### src/rtl/fp_norm_seq.sv
// Leading-zero normalizer for single-precision add/sub results.
// Shifts the mantissa left one bit per cycle, decrementing the exponent,
// until the hidden-one position is set, or flushes to zero on underflow.
//
// state    | meaning
// ---------+-----------------------------------------------------------
// ST_IDLE  | waiting for an operand, in_ready high
// ST_SHIFT | one left shift (or an underflow flush) per cycle
// ST_DONE  | result presented, out_valid high until out_ready
module fp_norm_seq #(
  parameter int EW = 8,
  parameter int FW = 23
) (
  input  logic          clk,
  input  logic          rst,
  input  logic          in_valid,
  output logic          in_ready,
  input  logic          in_s,
  input  logic [EW-1:0] in_e,
  input  logic [FW:0]   in_m,
  output logic          out_valid,
  input  logic          out_ready,
  output logic          out_s,
  output logic [EW-1:0] out_e,
  output logic [FW-1:0] out_m,
  output logic [4:0]    out_lz,
  output logic          out_uflow
);

  localparam logic [1:0] ST_IDLE  = 2'd0;
  localparam logic [1:0] ST_SHIFT = 2'd1;
  localparam logic [1:0] ST_DONE  = 2'd2;

  logic [1:0]    state;
  logic [FW:0]   m;
  logic [EW-1:0] e;
  logic          s;
  logic [4:0]    lz;
  logic          uflow;
  logic          e_low;

  // Checking e<=1 before each decrement keeps the exponent from wrapping.
  assign e_low = (e <= EW'(1));

  // Sequencer and working registers; the result registers drive the outputs.
  always_ff @(posedge clk) begin
    if (rst) begin
      state <= ST_IDLE;
      m     <= '0;
      e     <= '0;
      s     <= 1'b0;
      lz    <= '0;
      uflow <= 1'b0;
    end else begin
      case (state)
        ST_IDLE: begin
          if (in_valid) begin
            lz    <= '0;
            uflow <= 1'b0;
            if (in_m == '0) begin
              s     <= 1'b0;
              e     <= '0;
              m     <= '0;
              state <= ST_DONE;
            end else begin
              s     <= in_s;
              e     <= in_e;
              m     <= in_m;
              state <= in_m[FW] ? ST_DONE : ST_SHIFT;
            end
          end
        end
        ST_SHIFT: begin
          if (e_low) begin
            s     <= 1'b0;
            e     <= '0;
            m     <= '0;
            uflow <= 1'b1;
            state <= ST_DONE;
          end else begin
            m  <= {m[FW-1:0], 1'b0};
            e  <= e - EW'(1);
            lz <= lz + 5'd1;
            if (m[FW-1]) begin
              state <= ST_DONE;
            end
          end
        end
        ST_DONE: begin
          if (out_ready) begin
            state <= ST_IDLE;
          end
        end
        default: state <= ST_IDLE;
      endcase
    end
  end

  // Handshake flags depend only on state (and rst for in_ready).
  assign in_ready  = (state == ST_IDLE) && !rst;
  assign out_valid = (state == ST_DONE);

  assign out_s     = s;
  assign out_e     = e;
  assign out_m     = m[FW-1:0];
  assign out_lz    = lz;
  assign out_uflow = uflow;

endmodule

### config.mk
export PLATFORM = sky130hd
export DESIGN_NAME = fp_norm_seq
export DESIGN_NICKNAME = d
export VERILOG_FILES = /design/src/rtl/fp_norm_seq.sv
export SDC_FILE = /design/constraint.sdc
export NUM_CORES = 1
export LEC_CHECK = 0
export CORE_MARGIN = 4
export CORE_UTILIZATION = 35
export DETAILED_ROUTE_END_ITERATION = 10
export PLACE_DENSITY_LB_ADDON = 0.2
export SYNTH_ARGS = -nofsm -noshare
export SYNTH_HDL_FRONTEND = slang
export SYNTH_SLANG_ARGS = --single-unit
### constraint.sdc
create_clock -name clk -period 2.1 [get_ports clk]
set_input_delay 0.42 -clock clk [delete_from_list [all_inputs] [get_ports clk]]
set_output_delay 0.42 -clock clk [all_outputs]
set_load 0.01 [all_outputs]
==> results.md <==
* Synth Register Bits at 40
* Worst Reg2Reg Path Length in Cells at 6
* WP data arrival at 1620 ps
* WHS Endpoint: out_s
* Setup violators final at 0
* Distinct cell type count after synthesis at 44
* GR Util met1 at 23.3%
* Min cycle time layout at 2040 ps
* Routability cong. at 0.792
* Detailed Routing Iterations Pass 1 at 4
* Clock Path Buffers at 2
* Yosys top cell area share at 39.1%
* Chip Width at 84.5 um
* Static leakage at 1.12 nW
* Cell Pwr Density at 748 mW/mm2
* Fmax at 0.491 GHz
* Initial Util at 36.7%
* Max-cap viol count at 0
* Tot Pwr at 0.00232 W
* Switching pwr at 0.000724 W
* FF-to-FF Start: out_e[1]
* Synth warn at 0
* Hold bufs inserted after CTS at 0
* Layout area overhead at 51.7%
* Fin crit share at 96.9%
* CP Class: flip-flop to primary output
* Clock Tree Root: clkbuf_8
* Slew HR at 73.0%
* Post-synth EDFFs at 0
* Mapped Area at 0.00205 mm2
* Switching part of the total power at 31.2%
* Final Hold Viols at 0
* Crit. End Element: primary output
* Row count at 27
* Largest net degree at the start of global routing at 34
* Num ports at 77
* Die ar. at 0.00713 mm2
* R2r endpoint: out_lz[4]
* Top post-synthesis cells by area: dfxtp_1 (39%), a221oi_1 (9.8%), nor3_1 (6.4%), nor2_1 (5.0%), o211ai_1 (3.3%)
* Highest net fanout along the worst path at 12
* Status: completed
* Slew @ Worst Pin at 401 ps
* CTS tree: yes
* Final Max Tran Viols at 0
* M2 GR Usage at 27.7%
* Pint at 0.00160 W
* Via/cell ratio at 5.57
* Gr busiest metal: met2
* Met3 Usage GRT at 5.99%
* Register area at 801 um2
* Post-synth ARST share at 0%
* Maximum VDD drop at 0.000362 V
* Avg WL per Cell at 15.8 um
* All-Layer GR Usage at 17.6%
* Area of the multi-input gates at 0.00114 mm2
* Post-route DRC at 0
* Chip height at 84.5 um
* Startpoint types: flip-flop
* Hold path depth at 2
* Initial antenna violation count at 0
* First-pass GRT wire length at 10500 um
* # fillers at 537
* Fin Clk Skew at 6.16 ps
* Clock transition at path regs at 80 ps
* Avg Inst Size Synth at 8.42 um2
* Cts bufs inserted at 5
* Grt ovf at 0
* Latest clock arrival within the worst-skew pair at 290 ps
* Min-delay src: out_s
* PortBufs at 76
* Yosys top cell by area: dfxtp_1
* Fin util at 55.7%
* Clock share of power at 27.4%
* RSZ-0062 raised after global routing: false
* Detailed-route wire length at 6230 um
* Syn nets at 283
* Primary FF master, synth: dfxtp_1
* Number of global-route vias before repair at 2198
* DR iter-0 viols at 191
* H-tree Lvls at 2
* Hold WC Path Type: flip-flop to flip-flop
* Share of power burned in registers at 39.8%
* Synth Instances at 243
* Reg-to-reg slack, setup at 240 ps
* DRT antenna net count at 0
* Minimum hold slack at 483 ps
* CORE AREA at 0.00557 mm2
* Gate power share at 32.8%
* Final HPWL DP at 4530 um
* Req. time, crit path at 1680 ps
* Fraction of layout cells with a size suffix above 1 at 9.91%
* CTS Sinks at 40
* Nets at 362
* ANT cells at 0
* Seq/Total Area, Yosys at 39.1%
* Vias at 2202
==> registers in the layout, summed over array words and instances (netlist names) <==
| register | cells |
|---|---|
| m | 23 |
| out_e | 8 |
| out_lz | 5 |
| out_s | 1 |
| out_uflow | 1 |
| state | 2 |
==> what timing repair did <==
item,CTS,global route
gates resized for setup,0,1
buffers inserted,0,0
endpoints found under the setup margin,0,1
==> synth_stat cells, drive strengths merged (2+ instances only) <==
cell	number
nor2b	2
nand2b	4
or2	2
nand3	4
nor3b	3
o21ai	12
a221oi	23
buf	5
a31oi	3
nor2	27
nand4	2
o32ai	2
o21ba	2
nand2	6
dfxtp	40
o31a	3
nor4	11
a21oi	10
ha	3
o211a	2
clkbuf	17
inv	6
o21a	2
o211ai	9
nor3	26
==> through the flow <==
step,setup WS [ps],instance area (um2),TNS (ps),cells
after floorplan,283,2050,0,243
after global placement,3.49,2990,0,387
after detailed placement,-5.68,2990,-5.68,387
after CTS,7.94,3100,0,395
after global routing,3.79,3100,0,395
final,64.1,3100,0,395
==> area by class of cell <==
type / instances / area share (%)
clock inverters: 3 / 1.37
multi-input cells: 175 / 36.9
repair buffers: 94 / 30.1
flip-flops and latches: 40 / 25.8
clock buffers: 5 / 2.22
well taps: 72 / 2.90
inverters: 6 / 0.726
==> worst max path at each step <==
stage / start / endpoint / slack, ps / cells past startpoint
6_report: state[1] / out_valid / 60 / 2
5_1_grt: rst / in_ready / 4 / 3
4_1_cts: rst / in_ready / 8 / 3
3_5_place_dp: in_m[0] / out_e[6] / -6 / 7
3_3_place_gp: in_m[0] / out_e[6] / 3 / 7
2_1_floorplan: out_e[0] / out_lz[1] / 280 / 8
==> critical path: stages (launching register included) <==
cell and delay [ps]:
dfxtp_1 530, nor2b_1 230, clkdlybuf4s50_1 560
==> cell usage in the layout, fill, tap and decap left out, types with 3 or more instances in the layout <==
cell	instances
nor4_1	10
a21oi_1	10
o21ai_1	4
o31a_1	3
nor3_1	25
inv_1	6
nor2_1	27
buf_4	15
o21ai_0	8
nand3_1	4
clkdlybuf4s50_1	76
buf_12	3
clkbuf_8	5
ha_1	3
o211ai_1	9
dfxtp_1	40
nand2_1	6
nor3b_1	3
a221oi_1	23
nand2b_1	4
==> logic make-up (layout without fill, tap and decap cells) <==
group / Yosys count / in the layout / share of synthesized area, %
simple gates: 95 / 95 / 24.5
compound gates: 75 / 75 / 28.3
flops: 40 / 40 / 39.1
xor+xnor: 2 / 2 / 0.856
fa+ha+maj: 3 / 3 / 1.84
buf+inv: 28 / 108 / 5.44
==> power groups by stage <==
stage               combinational, W  clock [W]  sequential, W
detailed placement          0.000760          0       0.000940
global placement            0.000757          0       0.000939
finish                      0.000761   0.000636       0.000924
global route                0.000832   0.000674       0.000939
CTS                         0.000766   0.000641       0.000923
floorplan                   0.000346          0       0.000962
==> routing by layer <==
| layer | share of wire (%) | up-vias |
|---|---|---|
| li1 | - | 1093 |
| met1 | 47 | 1019 |
| met2 | 45 | 82 |
| met3 | 7.6 | 8 |
| met4 | 0.98 | 0 |
| met5 | 0 | - |
Note: power is estimated with default switching activity, not from simulation.
